===== config.mk =====
export PLATFORM = sky130hd
export DESIGN_NAME = bcd_display_mux_flat
export DESIGN_NICKNAME = d
export VERILOG_FILES = /design/src/rtl/bcd_display_mux_if.sv /design/src/rtl/bcd_display_mux.sv /design/src/flat_wrapper.sv
export SDC_FILE = /design/constraint.sdc
export NUM_CORES = 1
export LEC_CHECK = 0
export BUFFER_PORTS_ARGS = -buffer_cell sky130_fd_sc_hd__buf_2
export CAP_MARGIN = 20
export CORE_ASPECT_RATIO = 1.2
export CORE_UTILIZATION = 45
export DETAILED_ROUTE_END_ITERATION = 8
export PLACE_DENSITY = 0.65
export SYNTH_ARGS = -nofsm -noshare
export SYNTH_HDL_FRONTEND = slang
export SYNTH_SLANG_ARGS = --single-unit

===== constraint.sdc =====
create_clock -name clk -period 2.2 [get_ports clk]
set_input_delay 0.22 -clock clk [delete_from_list [all_inputs] [get_ports clk]]
set_output_delay 0.22 -clock clk [all_outputs]
set_load 0.02 [all_outputs]

===== src/rtl/bcd_display_mux_if.sv =====
// Bus between the BCD converter side and the display driver: digit load
// strobe with BCD digits in, multiplexed segment/anode drive out.
interface bcd_display_mux_if;
  logic       cargar;
  logic [3:0] Rcentenas;
  logic [3:0] Rdecenas;
  logic [3:0] Runidades;
  logic [6:0] seg;
  logic [2:0] an;
  logic       valido;

  modport master (
    output cargar, Rcentenas, Rdecenas, Runidades,
    input  seg, an, valido
  );

  modport slave (
    input  cargar, Rcentenas, Rdecenas, Runidades,
    output seg, an, valido
  );
endinterface


===== src/rtl/bcd_display_mux.sv =====
// Three-digit multiplexed common-anode 7-segment driver with latched BCD
// digits, programmable per-digit dwell, leading-zero blanking and dash for bad codes.
module bcd_display_mux #(
  parameter int unsigned PRESCALE = 100000,
  parameter bit          BLANK_LZ = 1'b1
) (
  input logic              clk,
  input logic              rst,
  bcd_display_mux_if.slave bus
);
  localparam int unsigned   CW      = (PRESCALE > 1) ? $clog2(PRESCALE) : 1;
  localparam logic [CW-1:0] CNT_MAX = CW'(PRESCALE - 1);

  typedef enum logic [1:0] {
    SCAN_U = 2'd0,
    SCAN_T = 2'd1,
    SCAN_H = 2'd2
  } scan_t;

  scan_t         idx, idx_next;
  logic [CW-1:0] cnt;
  logic [3:0]    dC, dD, dU;
  logic          valido_q;
  logic [6:0]    seg_q, seg_next;
  logic [2:0]    an_q, an_next, an_sel;
  logic [3:0]    digit;
  logic          blank;
  logic          wrap;

  function automatic logic [6:0] decode(input logic [3:0] v);
    case (v)
      4'd0:    decode = 7'b1000000;
      4'd1:    decode = 7'b1111001;
      4'd2:    decode = 7'b0100100;
      4'd3:    decode = 7'b0110000;
      4'd4:    decode = 7'b0011001;
      4'd5:    decode = 7'b0010010;
      4'd6:    decode = 7'b0000010;
      4'd7:    decode = 7'b1111000;
      4'd8:    decode = 7'b0000000;
      4'd9:    decode = 7'b0010000;
      default: decode = 7'b0111111;
    endcase
  endfunction

  always_ff @(posedge clk) begin
    if (rst) begin
      dC       <= '0;
      dD       <= '0;
      dU       <= '0;
      valido_q <= 1'b0;
      cnt      <= '0;
      idx      <= SCAN_U;
      seg_q    <= '1;
      an_q     <= '1;
    end else begin
      if (bus.cargar) begin
        dC       <= bus.Rcentenas;
        dD       <= bus.Rdecenas;
        dU       <= bus.Runidades;
        valido_q <= 1'b1;
      end
      cnt   <= wrap ? '0 : cnt + 1'b1;
      idx   <= idx_next;
      seg_q <= seg_next;
      an_q  <= an_next;
    end
  end

  // Outputs are registered from the current index/digits, so a load or an
  // index step shows up on the display one edge later, with an/seg in lockstep.
  always_comb begin
    wrap     = (cnt == CNT_MAX);
    idx_next = idx;
    digit    = dU;
    an_sel   = 3'b110;
    blank    = !valido_q;

    if (wrap) begin
      case (idx)
        SCAN_U:  idx_next = SCAN_T;
        SCAN_T:  idx_next = SCAN_H;
        default: idx_next = SCAN_U;
      endcase
    end

    case (idx)
      SCAN_T: begin
        digit  = dD;
        an_sel = 3'b101;
        if (BLANK_LZ && dC == 4'd0 && dD == 4'd0) blank = 1'b1;
      end
      SCAN_H: begin
        digit  = dC;
        an_sel = 3'b011;
        if (BLANK_LZ && dC == 4'd0) blank = 1'b1;
      end
      default: begin
        digit  = dU;
        an_sel = 3'b110;
      end
    endcase

    seg_next = blank ? 7'h7F : decode(digit);
    an_next  = blank ? 3'b111 : an_sel;
  end

  assign bus.seg    = seg_q;
  assign bus.an     = an_q;
  assign bus.valido = valido_q;
endmodule


===== src/flat_wrapper.sv =====
// flat-port wrapper written by rule: the top's interface ports become plain ports
module bcd_display_mux_flat 
#(
  parameter int unsigned PRESCALE = 100000,
  parameter bit          BLANK_LZ = 1'b1
)
  (clk, rst, bus_cargar, bus_Rcentenas, bus_Rdecenas, bus_Runidades, bus_seg, bus_an, bus_valido);
  bcd_display_mux_if bus_i ();
  input logic clk;
  input logic rst;
  input wire logic [$bits(bus_i.cargar)-1:0] bus_cargar;
  input wire logic [$bits(bus_i.Rcentenas)-1:0] bus_Rcentenas;
  input wire logic [$bits(bus_i.Rdecenas)-1:0] bus_Rdecenas;
  input wire logic [$bits(bus_i.Runidades)-1:0] bus_Runidades;
  output wire logic [$bits(bus_i.seg)-1:0] bus_seg;
  output wire logic [$bits(bus_i.an)-1:0] bus_an;
  output wire logic [$bits(bus_i.valido)-1:0] bus_valido;
  assign bus_i.cargar = bus_cargar;
  assign bus_i.Rcentenas = bus_Rcentenas;
  assign bus_i.Rdecenas = bus_Rdecenas;
  assign bus_i.Runidades = bus_Runidades;
  assign bus_seg = bus_i.seg;
  assign bus_an = bus_i.an;
  assign bus_valido = bus_i.valido;
  bcd_display_mux #(.PRESCALE(PRESCALE), .BLANK_LZ(BLANK_LZ)) u_core (.clk(clk), .rst(rst), .bus(bus_i));
endmodule

# == Word level (Yosys, flattened, before mapping) ==
# Memories as Yosys holds them, arrays and structs flattened. A register that Yosys moved wholly into a read port is not among the register bits.
# Index checks and enable logic that the tools add are counted.
# totals
reg_bits,35
romBits,112
n_memories,1
elab_cells,25
output_inout_bits,11
# op_classes
n_eq_ne,3
mux,6
reduce_logical,7
addsub,1
# mem_list
memory,depth,word_bits,read_ports,rd_clocked_by_memory_dff,wr,line,text
(name not given),16,7,1,1,0,bcd_display_mux.sv:31,case (v)
# ops
cell,n
"17-bit by 1-bit adder with 17-bit output, second input constant",1
"17-bit == test, second input constant",1
4-bit zero test,2
4-bit one-hot mux with 2 select lines,1
3-bit one-hot mux with 2 select lines,1
2-bit one-hot mux with 2 select lines,1
2-bit OR reduction,2
"2-bit by 1-bit == test with 1-bit output, second input constant",1
"2-bit == test, second input constant",1
2-bit zero test,1
1-bit two-way mux,2
1-bit one-hot mux with 2 select lines,1
1-bit logical AND,1
1-bit zero test,1

# == Longest topological paths before layout ==
# depth
word_depth,5
ltp_mapped,9
ltp_nobuf,8

# == Worst setup path after synthesis ==
# OpenSTA, ideal clock, no wires.
# synth_path
path_type,reg2reg
startpoint,reg u_core.idx[0]
endpoint,"reg u_core.seg_q[1], in the netlist u_core.bus.seg[1]"
arrival_time_ns,1.770
stages_incl_launch_ff,10
required_ns,2.057
setup_slack_ns,0.287
path_buffers,1
cell_sequence,dfxtp_1 inv_1 ha_1 buf_2 nor2_1 a21oi_1 inv_1 ha_1 nor2_1 o21ai_0
# synth_between
elab_chain_len,3
# synth_lines
element,line,text
start: declaration,bcd_display_mux.sv:20,"scan_t idx, idx_next;"
start signal: assignment,bcd_display_mux.sv:64,idx <= idx_next;
2-bit == test or 2-bit by 1-bit == test with 1-bit output (tied branches),bcd_display_mux.sv:87,case (idx)
1-bit one-hot mux with 2 select lines,bcd_display_mux.sv:87,
2-bit OR reduction (no line),--,
end: declaration,bcd_display_mux.sv:24,"logic [6:0] seg_q, seg_next;"
# Several ways; a longest one is shown, not always the timed one.
# A chain may end at the register's enable or synchronous reset.

# == Worst setup path after layout ==
# layout_path
startpoint,reg u_core.idx[0]
endpoint,"reg u_core.seg_q[5], in the netlist u_core.bus.seg[5]"
# The elaborated chain is that of the path after synthesis.

==> qor_table.md <==
| Quantity | Value | Unit |
| --- | --- | --- |
| Run status | complete, no violations | - |
| Gate Count Post-Synth | 198 | - |
| Fillcell total | 389 | - |
| CTS Root Cell | clkbuf_8 | - |
| Cell type contributing the most total cell area after synthesis | dfxtp_1 | - |
| Slack of the worst reg-to-reg path | 0.27 | ns |
| Largest net degree at the start of global routing | 20 | - |
| Sinks on Clock Net | 42 | - |
| Setup crit start kind | register | - |
| Number of global-route vias before repair | 1323 | - |
| Initial DRC count | 43 | - |
| Category of the critical setup timing path | register to register | - |
| Portion of the clock cycle consumed by the worst path in the final layout | 87.6 | % |
| Number of antenna-violating nets in the routed design | 0 | - |
| Layout cells sized above 1 | 17.3 | % |
| Average routed wire per standard cell | 11.5 | microns |
| Area share of the leading cell type in the synthesized netlist | 45.3 | % |
| Setup violators final | 0 | - |
| Count of endpoints failing hold in the final timing report | 0 | - |
| Capture point of the critical path | u_core.bus.seg[5] | - |
| Worst clock skew on the final layout | 0.00990 | ns |
| Post-synthesis sequential area ratio | 45.3 | % |
| Register bit count reported by yosys | 42 | - |
| Number of buffers added to fix hold violations after cts | 0 | - |
| Total power density per cell area | 656 | nW/um^2 |
| Full die area | 4390 | sq um |
| Path depth of the worst reg2reg path | 8 | - |
| Antenna violations before repair | 0 | - |
| GR Util met2 | 26.3 | % |
| Warning count from the yosys run | 0 | - |
| Pins over their slew limit | 0 | - |
| Dominant combinational cell family by area after synthesis | simple AND/OR/NAND/NOR gates | - |
| Worst-margin pin slew | 0.489 | ns |
| Antenna cell count | 0 | - |
| Max-slew headroom | 67.4 | % |
| Y dimension of the die | 72.4 | microns |
| Total number of placement rows | 25 | - |
| Number of max-cap violations | 0 | - |
| Count of boundary I/O pins | 26 | - |
| Pleak | 0.000898 | uW |
| Gates resized, CTS repair | 0 | - |
| Main flop type after synthesis | dfxtp_1 | - |
| Synth top cells by count | dfxtp_1 (42), nor2_1 (34), mux2i_1 (14), a21oi_1 (9), ha_1 (9) | - |
| Simple-gate share of the synthesized area | 23.0 | % |
| Leading cell types by total area after synthesis | dfxtp_1 (45%), mux2i_1 (7.5%), nor2_1 (6.9%) | - |
| Delay of the slowest critical-path stage | 0.43 | ns |
| Number of placed cells counting well taps | 273 | - |
| Cell breakdown of the critical path | inv_1 > ha_1 > nor2_1 > a21o_1 > inv_1 > ha_1 > nor3_1 > o21ai_0 | - |
| CTS buffer count | 5 | - |
| Family of cells with the greatest summed delay on the critical path | adder cells | - |
| Async set-reset flop share out of synthesis | 0 | % |
| Initial cell density of the core | 47.1 | % |
| Detailed-route vias per instance | 5.15 | - |
| Synthesis-to-layout area growth | 13.5 | % |
| Buffer depth of the longest clock path | 2 | - |
| Clock tree from TritonCTS | yes | - |
| Area of the mapped netlist | 1860 | sq um |
| Number of optimization iterations in the first detailed-route pass | 4 | - |
| Area of the placeable core | 3940 | sq um |
| Cell count of the worst hold path | 3 | - |
| Utilization of the core after routing | 53.5 | % |
| Slowest cell on crit path | ha_1 | - |
| NumNets Final | 250 | - |
| Final-layout setup total negative slack | 0 | ns |
| Global routing usage summed across all routing layers | 17.3 | % |
| Final HPWL DP | 2.46 | mm |
| Critical path depth in cells | 8 | - |
| Synth unique cells | 36 | - |
| Routed WL | 3.21 | mm |
| Horizontal extent of the die | 60.7 | microns |
| Setup repair after global routing missed its margin | no | - |
| Placed cell area | 2030 | sq um |
| Final global-route overflow total | 0 | - |
| Buffers inserted during post-CTS setup optimization | 0 | - |
| Weighted congestion at the end of routability-driven global placement | 0.812 | - |
| Met3 Use GR | 3.21 | % |
| Layer with the highest usage | met2 | - |
| Max IR drop VDD | 0.000356 | V |
| Hold Path Class | input port to register | - |
| Design area | 2110 | sq um |
| Final std cells w/o fill | 280 | - |
| Clock slew at the register clock pins of the worst setup and hold paths | 0.08 | ns |
| Number of enable flip-flop cells after synthesis | 0 | - |
| Number of input and output port buffers inserted | 25 | - |
| Buf+Inv Stages, Crit Path | 2 | - |
| Synthesized-area fraction occupied by ao, oa, aoi and oai cells | 9.83 | % |
| Critical-path maximum fanout | 12 | - |
| Multiplexer share of the synthesized area | 7.54 | % |
| Clock latency of the later-clocked register in the worst-skew pair | 0.29 | ns |
| Vias | 1442 | - |
| Achievable clock frequency | 519 | MHz |
| R2r endpoint | u_core.bus.seg[5] | - |
| Cell with the most instances after synthesis | dfxtp_1 | - |
| Data required, critical path | 2.36 | ns |
| Wire length of the first global-routing pass | 5.86 | mm |
| Syn nets | 222 | - |
| Syn avg cell area | 9.38 | sq um |
| Worst path arrival time | 2.09 | ns |
| Reg-to-reg critical path startpoint | u_core.idx[0] | - |
| Endpoint class of the critical path | register | - |
| CTS H-tree depth | 2 | - |
| Met1 usage | 24.2 | % |
| Beginning of the critical path | u_core.idx[0] | - |
| Area share of xor/xnor cells in the synthesized design | 4.71 | % |
| Adder-cell area share of the yosys netlist | 6.06 | % |
| DR DRC count | 0 | - |
| Crit path time final | 1.93 | ns |
-- cells in the final DEF, fill, tap and decap left out, drive strengths merged, types with 3 or more instances in the layout --
cell,synthesis,layout
a21o,3,3
a21oi,9,9
nand2,7,7
nand3,7,7
a22oi,4,4
or3,5,5
dfxtp,42,42
nor2,34,34
o21ai,9,9
buf,4,28
mux2i,14,14
xor2,8,8
ha,9,9
clkbuf,3,7
inv,7,7
nand4,9,9
-- metal layers --
metal | share of wire (%) | up-vias
met5 | 0 | -
met4 | 1.4 | 0
met3 | 3.1 | 4
met2 | 46 | 26
met1 | 50 | 666
li1 | - | 746
-- worst min-delay path by stage --
stage                    endpoint  slack (ns)        startpoint
CTS                  u_core.dD[3]        0.16   bus_Rdecenas[3]
global placement    u_core.cnt[0]        0.43     u_core.cnt[0]
global route         u_core.dU[1]        0.16  bus_Runidades[1]
floorplan            u_core.dU[0]        0.37  bus_Runidades[0]
detailed placement  u_core.cnt[0]        0.43     u_core.cnt[0]
finish               u_core.dD[2]        0.16   bus_Rdecenas[2]
-- metrics by stage --
| stage | power (uW) | hold slack, ns | worst slack [ns] |
|---|---|---|---|
| 6_report | 1380 | 0.165 | 0.273 |
| 5_1_grt | 1460 | 0.162 | 0.0693 |
| 4_1_cts | 1400 | 0.159 | 0.255 |
| 3_5_place_dp | 947 | 0.434 | 0.282 |
| 3_3_place_gp | 946 | 0.426 | 0.363 |
| 2_1_floorplan | 906 | 0.367 | 0.287 |
-- kinds of logic (layout without fill, tap and decap cells) --
| family | after synthesis | after routing |
|---|---|---|
| AO/OA/AOI/OAI | 30 | 30 |
| XOR/XNOR | 10 | 10 |
| adder cells (fa/ha/maj) | 9 | 9 |
| buffers and inverters | 14 | 42 |
| flip-flops | 42 | 42 |
| multiplexers | 14 | 14 |
| AND/OR/NAND/NOR | 79 | 79 |
-- report_power, final --
group	internal (uW)	switching [uW]
logic	52.8	71.8
registers	787	15.9
clock network	218	237
total	1060	324
-- tightest hold or removal path, cell delays in order --
cell and delay (ns):
buf_2 0.07, mux2i_1 0.05, nor2_1 0.07
-- sequential cells by signal, summed over array words and instances (netlist names) --
signal             count
u_core.idx             2
u_core.bus.an          3
u_core.cnt            17
u_core.bus.seg         7
u_core.bus.valido      1
u_core.dU              4
u_core.dC              4
u_core.dD              4
-- layout make-up --
cell class | count | area (sq um) | share of cell area [%]
Clock buffer | 7 | 76.3 | 3.62
Inverter | 7 | 26.3 | 1.25
Multi-Input combinational cell | 142 | 951 | 45.1
Sequential cell | 42 | 841 | 39.9
Tap cell | 54 | 67.6 | 3.20
Timing Repair Buffer | 28 | 148 | 7.00
(Power assumes the default switching activity.)
